## config.mk

```make
export PLATFORM = sky130hd
export DESIGN_NAME = serial_sub
export DESIGN_NICKNAME = d
export VERILOG_FILES = /design/src/rtl/serial_sub_pkg.sv /design/src/rtl/serial_sub_digit.sv /design/src/rtl/serial_sub.sv
export SDC_FILE = /design/constraint.sdc
export NUM_CORES = 1
export LEC_CHECK = 0
export BUFFER_PORTS_ARGS = -buffer_cell sky130_fd_sc_hd__buf_2
export CAP_MARGIN = 20
export CORE_MARGIN = 4
export CORE_UTILIZATION = 40
export CTS_CLUSTER_SIZE = 25
export DETAILED_ROUTE_END_ITERATION = 8
export SYNTH_ARGS = -nofsm -noshare
export SYNTH_HDL_FRONTEND = slang
export SYNTH_SLANG_ARGS = --single-unit
export TNS_END_PERCENT = 100
```

## constraint.sdc

```tcl
create_clock -name clk -period 4.29 [get_ports clk]
set_input_delay 0.429 -clock clk [delete_from_list [all_inputs] [get_ports clk]]
set_output_delay 0.429 -clock clk [all_outputs]
set_load 0.01 [all_outputs]
```

## src/rtl/serial_sub_pkg.sv

```systemverilog
// Shared types and elaboration-time helpers for the digit-serial subtractor.
package serial_sub_pkg;

    typedef enum logic [1:0] {
        IDLE = 2'd0,
        RUN  = 2'd1,
        DONE = 2'd2
    } state_t;

    // A legal configuration splits WIDTH into a whole number of DIGIT-bit slices.
    function automatic bit cfg_ok(input int width, input int digit);
        return (digit >= 1) && (digit <= width) && ((width % digit) == 0);
    endfunction

    function automatic int cnt_bits(input int n);
        return (n > 1) ? $clog2(n) : 1;
    endfunction

endpackage

```

## src/rtl/serial_sub_digit.sv

```systemverilog
// One DIGIT-bit slice of a ripple subtractor: d = x - y - bi, bo = borrow out.
module digit_sub #(
    parameter int DIGIT = 1
) (
    input  logic [DIGIT-1:0] x,
    input  logic [DIGIT-1:0] y,
    input  logic             bi,
    output logic [DIGIT-1:0] d,
    output logic             bo
);

    logic [DIGIT:0] r;

    // The extra top bit goes negative exactly when the slice needs a borrow.
    assign r       = {1'b0, x} - {1'b0, y} - {{DIGIT{1'b0}}, bi};
    assign {bo, d} = r;

endmodule

```

## src/rtl/serial_sub.sv

```systemverilog
// Digit-serial subtractor: a - b - bin, one DIGIT-bit slice per cycle, LSB first.
module serial_sub
    import serial_sub_pkg::*;
#(
    parameter int WIDTH = 8,
    parameter int DIGIT = 1
) (
    input  logic             clk,
    input  logic             rst_n,
    input  logic             start,
    input  logic [WIDTH-1:0] a,
    input  logic [WIDTH-1:0] b,
    input  logic             bin,
    output logic             busy,
    output logic             done,
    output logic [WIDTH-1:0] diff,
    output logic             bout,
    output logic             ovf,
    output logic             zero
);

    if (!cfg_ok(WIDTH, DIGIT)) begin : g_bad_cfg
        $error("serial_sub: WIDTH must be a positive multiple of DIGIT");
    end

    localparam int NSLICE = WIDTH / DIGIT;
    localparam int CW     = cnt_bits(NSLICE);

    state_t           state, nstate;
    logic [CW-1:0]    cnt;
    logic [WIDTH-1:0] sa, sb, sr, sr_next;
    logic             brw;
    logic [DIGIT-1:0] sd;
    logic             sbo;
    logic             last;

    digit_sub #(.DIGIT(DIGIT)) u_digit (
        .x  (sa[DIGIT-1:0]),
        .y  (sb[DIGIT-1:0]),
        .bi (brw),
        .d  (sd),
        .bo (sbo)
    );

    assign last    = (cnt == CW'(NSLICE - 1));
    // New slice enters at the top so the LSB slice ends up at bit 0 after NSLICE shifts.
    assign sr_next = (sr >> DIGIT) | (WIDTH'(sd) << (WIDTH - DIGIT));

    always_ff @(posedge clk or negedge rst_n) begin
        if (!rst_n) state <= IDLE;
        else        state <= nstate;
    end

    always_comb begin
        nstate = state;
        case (state)
            IDLE:    if (start) nstate = RUN;
            RUN:     if (last)  nstate = DONE;
            DONE:    nstate = IDLE;
            default: nstate = IDLE;
        endcase
    end

    assign busy = (state != IDLE);
    assign done = (state == DONE);

    always_ff @(posedge clk or negedge rst_n) begin
        if (!rst_n) begin
            cnt  <= '0;
            sa   <= '0;
            sb   <= '0;
            sr   <= '0;
            brw  <= 1'b0;
            diff <= '0;
            bout <= 1'b0;
            ovf  <= 1'b0;
            zero <= 1'b1;
        end else begin
            case (state)
                IDLE: begin
                    if (start) begin
                        sa  <= a;
                        sb  <= b;
                        brw <= bin;
                        cnt <= '0;
                    end
                end
                RUN: begin
                    sa  <= sa >> DIGIT;
                    sb  <= sb >> DIGIT;
                    sr  <= sr_next;
                    brw <= sbo;
                    cnt <= cnt + CW'(1);
                    if (last) begin
                        // On the last slice sa/sb hold the operand MSBs in their top digit bit.
                        diff <= sr_next;
                        bout <= sbo;
                        ovf  <= (sa[DIGIT-1] != sb[DIGIT-1]) && (sd[DIGIT-1] != sa[DIGIT-1]);
                        zero <= (sr_next == '0);
                    end
                end
                default: ;
            endcase
        end
    end

endmodule

```

Yosys cells after proc, flatten, opt, wreduce, memory -nomap -nowiden --
Cells that the tools add are included.
Word-level totals: register bits 41, input port bits 20, output and inout port bits 13, word-level logic and storage cells 40
Cells by class: add/subtract/negate cells 3, equal/unequal tests 7, muxes and demuxes 11, bitwise gates (word level) 1, reductions and logical operators 8
Operators by type and width (number):
- one-hot mux 8 bit (2 select lines) | 2
- two-way mux 8 bit | 2
- logical NOT 8 bit | 1
- OR 7 x 8 -> 8 bit | 1
- one-hot mux 3 bit (2 select lines) | 1
- AND reduction 2 bit | 3
- two-way mux 2 bit | 2
- != test 2 bit (second input constant) | 2
- one-hot mux 2 bit (2 select lines) | 1
- nonzero test 2 bit | 2
- adder 3 x 1 -> 3 bit (second input constant) | 1
- == test 3 bit (second input constant) | 1
- two-way mux 3 bit | 1
- == test 2 x 1 -> 1 bit (second input constant) | 1
- == test 2 bit (second input constant) | 1
- logical NOT 2 bit | 1
- != test 1 bit | 2
- one-hot mux 1 bit (2 select lines) | 1
- subtractor 1 x 1 -> 2 bit | 1
- subtractor 2 x 1 -> 2 bit | 1
- logical AND 1 bit | 1
- two-way mux 1 bit | 1

Longest topological paths before layout --
Gate-level depths: netlist (run 1).
depth in word-level cells 4, gate-level depth with buffers 6, depth with buffers taken out 5

Modules after synthesis --
From an unflattened synthesis (run 1), not the netlist that was laid out.
Unflattened totals: cells, all modules 143, area, all modules 1700.4 um2
Modules (own cells, without submodules):
- serial_sub | instances 1, cells an instance 140, area each 1672.9 um2, seq. area each 1002.2 um2
- digit_sub | instances 1, cells an instance 3, area each 27.5 um2, seq. area each 0.0 um2

Worst setup path after synthesis (run 1) --
Ideal clock, no wire load.
path kind flip-flop to output port, start point reg state[0], end point out busy, data arrival time 1.057 ns, data required time 3.861 ns, path slack 2.804 ns, stages on the path, launching flop included 5, path buffers 3, path through dfrtp_1 buf_6 buf_6 buf_2 or2_2
Between the ends: longest elaborated chain between the ends 1
RTL lines:
- start, declared | RTL line serial_sub.sv:29 | state_t state, nstate;
- start signal, assigned | RTL line serial_sub.sv:51 | else state <= nstate;
- nonzero test 2 bit | RTL line serial_sub.sv:64 | assign busy = (state != IDLE);
- end, declared | RTL line serial_sub.sv:14 | output logic busy,
No other way between the ends.

Worst setup path in the final report (run 1) --
Same ends and word-level chain as after synthesis.

==> metrics, run 1 <==
Post-DP HPWL=~2300 um; Tcrit/Tclk final=between 40% and 50%; worst-case clock buffer depth=2; Syn Inst Count=177; via-per-instance ratio=between 5 and 6; Clock Sinks=40; main combinational cell family by area after synthesis=simple AND/OR/NAND/NOR gates; setup tns final=0 ns; Synth Area in Simple Gates=18.6%; Crit-path slowest cell=dfrtp_1; fraction of layout cells with a size suffix above 1=between 20 and 30%; static leakage=between 1 and 1.5 nW; root buf cell=clkbuf_8; number of global-route vias before repair=between 1k and 1.5k; Die Width=between 70 and 80 um; CTS tree=yes; IO buf count=32; TritonRoute pass-1 iters=4; row cnt=24; RSZ-0062 raised after global routing=false; hold slack=between 0.2 and 0.25 ns; die area=between 0.005 and 0.006 sq mm; largest net degree at the start of global routing=a little over 40; Compound-Gate Fraction of Synth Area=between 10% and 20%; run status=finished clean; initial antenna violation count=0; maxcap violations=0; Post-Synth Adder-Cell Area=3.10%; Slew headroom=29.2%; Overall Power=around 1.4 mW; Final Wtd Congestion=between 0.7 and 0.8; R2R Setup Slk=~2.4 ns; CP Buf/Inv Count=1; final hold vios=0; Setup WS pre-CTS=2.37 ns; drc violations=0; CP Cell Sequence=or2_2, buf_2; Post-CTS Repair Setup Buffers=0; crit path DAT=~1.7 ns; DR vias=roughly 1.3k; Seq cells post-synth=40; Layout Skew=roughly 0.0068 ns; # diodes=0; Pwr per Cell Area=approximately 680 mW/mm^2; syn_nets=~200; Req. time, crit path=a little under 4 ns; Clock Latency Late Sink=roughly 0.29 ns; Congestion Overflow GR=0; Finished Core Util=between 40 and 50%; Syn. warnings=0; Synth-to-Final Area Change=13.9%; final net count=~230; Tmin final=2.13 ns; Worst Setup Start Kind=register; Core Area=around 0.0044 sq mm; Routed WL=approximately 3400 um; Worst Path Max Fanout=36; antenna violation net count after detailed routing=0; Final WS setup=2.16 ns; count of cell types in the netlist=28; Post-Synthesis Cell Area=0.00186 sq mm; syn_area_per_cell=10.5 sq um; Final setup viols=0; achievable frequency=between 400 and 500 MHz; Hold WC Path Type=input port to async pin; first-pass GRT wire length=approximately 6000 um; Clock transition at path regs=about 0.08 ns; routed len/inst=roughly 13 um; number of DRC markers in iteration 0=between 50 and 60; GRT Total Usage=between 10% and 20%; cts bufs inserted=5; Post-Synth XOR/XNOR Area=less than 1%; max incr delay on CP=1.05 ns; # hold bufs at CTS=0; initial core utilization=a little over two fifths; Ports=33; maximum vdd drop=0.000233 V; # resized after CTS=0; Crit. End Element=output port; worst slew pin tran=1.06 ns; Top delay family on crit path=flip-flops; Slew Limit Fails=0; post-synthesis mux area share=5.45%; fillers=404; Worst Path Class, Setup=register to output port; Seq/Total Area, Yosys=a little over half; Die Y=about 76 um; htree depth=2
[final timing paths]
path	startpoint	end	depth (start not counted)
max	state[0]	busy	2
min	rst_n	sr[2]	1
max reg2reg	state[0]	diff[2]	2
min reg2reg	zero	zero	2
max in group asynchronous	rst_n	sr[6]	1
min in group clk	a[7]	sa[7]	3
[where the power goes]
| group | switching [mW] | internal (mW) |
|---|---|---|
| combinational | 0.220 | 0.228 |
| clock | 0.132 | 0.172 |
| sequential | 0.149 | 0.537 |
| total | 0.501 | 0.937 |
[area by class of cell]
cell class | count | area, sq um | share of cell area, %
sequential | 40 | 1000 | 47.3
clock inverter | 3 | 42.5 | 2.01
multi-input combinational | 121 | 759 | 35.9
tap | 52 | 65.1 | 3.07
clock buffer | 5 | 68.8 | 3.25
inverter | 5 | 18.8 | 0.887
timing repair buffer | 32 | 160 | 7.57
[per-layer routing]
metal  global-route usage (%)  vias to the layer above  share of wire (%)
met1                     16.1                      619                 47
met2                     19.2                       27                 46
li1                         -                      654                  -
met5                        0                        -                  0
met4                     5.07                        0                1.6
met3                     4.73                        5                5.3
[placed cells by master, fill, tap and decap left out, types with 5 or more instances in the layout]
master,synthesis,routed
mux2_2,5,5
clkbuf_8,0,5
inv_1,5,5
o21ai_0,16,16
o21ai_1,6,6
and3b_1,11,11
dfrtp_1,39,39
buf_2,2,32
nand2_1,42,42
a21oi_1,14,14
[cells in the mapped netlist, drive strengths merged]
library cell,instances,share of area [%]
a22o,2,0.94
inv,5,1.0
o21bai,1,1.0
or2,1,0.34
nand2b,1,0.34
nor4b,1,0.47
a21oi,14,3.8
dfstp,1,1.4
fa,1,1.1
nand3b,1,1.1
mux2,8,5.5
and2b,2,0.81
xor2,1,0.47
clkbuf,3,0.61
buf,8,3.6
o21ai,22,5.9
a22oi,4,1.6
nand2,42,8.5
ha,3,2.0
and3b,11,5.2
dfrtp,39,53
nor2b,4,1.3
nor4,1,0.34
nor2,1,0.20
[worst register-to-register path, stage by stage (launching register included)]
cell	delay (ns)
dfrtp_1	1.05
nand3b_4	0.37
mux2_4	0.39
[cells by family (layout without fill, tap and decap cells)]
| logic type | count (synthesis) | count (layout) |
|---|---|---|
| buffers and inverters | 16 | 45 |
| adder cells (fa/ha/maj) | 4 | 4 |
| AND/OR/NAND/NOR | 65 | 65 |
| AO/OA/AOI/OAI | 43 | 43 |
| multiplexers | 8 | 8 |
| flip-flops | 40 | 40 |
| XOR/XNOR | 1 | 1 |
[per-stage QoR]
stage,std cells,instance area [sq um]
floorplan,177,1860
CTS,258,2120
global route,258,2120
global placement,250,2010
finish,258,2120
detailed placement,250,2010
[flip-flops by register name, indices dropped and copies added, names as in the netlist, 2 cells and up]
signal / cells
state: 2
diff: 8
sb: 8
sr: 7
sa: 8
cnt: 3
Note: power is estimated with default switching activity, not from simulation.
==> run 2, diff against run 1 <==
- clock period: 4.29 -> 2.13 ns (I/O delays scaled with it)
==> run 2 against run 1 <==
Against the previous run:
- sequential power up 95%
- worst hold slack worse by 0.22 ns
- core utilization down 0.057 points
- via count up 1.5%
- clock power up 73%
- total power up 97%
- sequential share of layout area up 0.056 points
- clock-buffer cell count up 2
- largest cell class unchanged
==> metrics, run 2 (synthesized netlist as in run 1, its figures left out) <==
crit path launch=state[0]; Synth-to-Final Area Change=13.8%; # hold bufs at CTS=0 (unchanged); Ports=33 (unchanged); Crit-path slowest cell=dfrtp_1; TritonRoute pass-1 iters=6 (+2); Die Y=76.2 um (unchanged); largest net degree at the start of global routing=41 (unchanged); Crit. End Element=output port; Routed WL=3580 um (+5.2%); via-per-instance ratio=5.10 (+0.75%); initial antenna violation count=0 (unchanged); GRT Total Usage=13.6% (+1.0 points); Tmin final=~1.8 ns; Reg2Reg Depth=4 (+2); Largest regs=diff x8, sa x8, sb x8; DR vias=1325 (+1.5%); htree depth=2 (unchanged); most frequent cells in the layout=42 x nand2_1, 39 x dfrtp_1, 32 x buf_2, 16 x o21ai_0, 14 x a21oi_1; Core Area=0.00441 sq mm (unchanged); cts bufs inserted=5 (unchanged); Finished Core Util=47.9% (-0.057 points); number of global-route vias before repair=1333 (+0.075%); Post-DP HPWL=2490 um (+6.9%); Worst Path Max Fanout=19 (-47%); Worst Setup Start Kind=register; CP endpoint=busy; RSZ-0062 raised after global routing=false; worst slew pin tran=0.876 ns (-0.187 ns); number of DRC markers in iteration 0=72 (+41%); Final setup viols=0 (unchanged); initial core utilization=42.1% (unchanged); Final WS setup=0.294 ns (-1.86 ns); Post-CTS Repair Setup Buffers=0 (unchanged); Clock Latency Late Sink=0.29 ns (about the same); routed len/inst=13.8 um (+4.4%); commonest non-fill, non-tap cell in the layout=nand2_1; R2R Path Start=brw; # diodes=0 (unchanged); setup tns final=0 ns (unchanged); static leakage=1.09 nW (about the same); maxcap violations=0 (unchanged); Worst Path Class, Setup=register to output port; first-pass GRT wire length=6380 um (+6.2%); achievable frequency=roughly 540 MHz; Slew headroom=41.6% (+12 points); final hold vios=0 (unchanged); fraction of layout cells with a size suffix above 1=25.5% (+0.24 points); Req. time, crit path=1.92 ns (-1.94 ns); fillers=419 (+3.7%); max incr delay on CP=0.61 ns (-0.44 ns); worst-case clock buffer depth=2 (unchanged); die area=0.00580 sq mm (unchanged); reg-to-reg endpoint=zero; Layout Skew=0.00447 ns (-0.00229 ns); Final Wtd Congestion=0.769 (+2.6%); CP Cell Sequence=buf_4, or2_2, buf_2; hold slack=0.0315 ns (-0.216 ns); row cnt=24 (unchanged); R2R Setup Slk=0.56 ns (-1.82 ns); root buf cell=clkbuf_8; run status=finished clean; Pwr per Cell Area=1340 mW/mm^2 (+97%); Die Width=76.2 um (unchanged); Congestion Overflow GR=0 (unchanged); # resized after CTS=0 (unchanged); Tcrit/Tclk final=between 80% and 90%; crit path DAT=1.62 ns (-0.08 ns); Clock Sinks=40 (unchanged); drc violations=0 (unchanged); Setup WS pre-CTS=0.550 ns (-1.82 ns); Clock transition at path regs=0.08 ns (about the same); Slew Limit Fails=0 (unchanged); maximum vdd drop=0.000446 V (+91%); Hold WC Path Type=input port to async pin; IO buf count=32 (unchanged); antenna violation net count after detailed routing=0 (unchanged); CTS tree=yes; final net count=231 (+0.87%)
## run 2: final cells by class
cell class / count / area, sq um / share of cell area [%]
sequential: 40 / 1000 / 47.4
tap: 52 / 65.1 / 3.08
timing repair buffer: 34 / 175 / 8.28
inverter: 5 / 18.8 / 0.888
multi-input combinational: 121 / 759 / 35.9
clock buffer: 7 / 86.3 / 4.08
clock inverter: 1 / 7.51 / 0.355
## run 2: metrics by stage
step                area (sq um)  total power, mW  cells
floorplan                   1860             2.07    177
global placement            2020             2.28    252
detailed placement          2020             2.35    252
CTS                         2110             2.89    260
global route                2110             3.09    260
finish                      2110             2.83    260
## run 2: worst max-delay path: cells and delay by family, from the launching register on
kind | cells | cell delay (ns)
DFF | 1 | 0.61
buffers and inverters | 2 | 0.45
and+or+nand+nor | 1 | 0.27
## run 2: metal layers
layer	wire, um	global-route usage (%)
met1	1620	17.5
met2	1690	20.3
met3	206	5.08
met5	0	0
met4	58	6.29
## run 2: how the worst min path moves through the flow
| stage | from | endpoint |
|---|---|---|
| after global placement | rst_n | sa[0] |
| after CTS | rst_n | diff[7] |
| after global routing | rst_n | sa[0] |
| after floorplan | rst_n | bout |
| final | rst_n | sa[2] |
| after detailed placement | rst_n | diff[7] |
## run 2: power by group
part / internal, mW / switching [mW]
sequential: 1.08 / 0.258
combinational: 0.470 / 0.498
clock: 0.263 / 0.263
total: 1.82 / 1.02
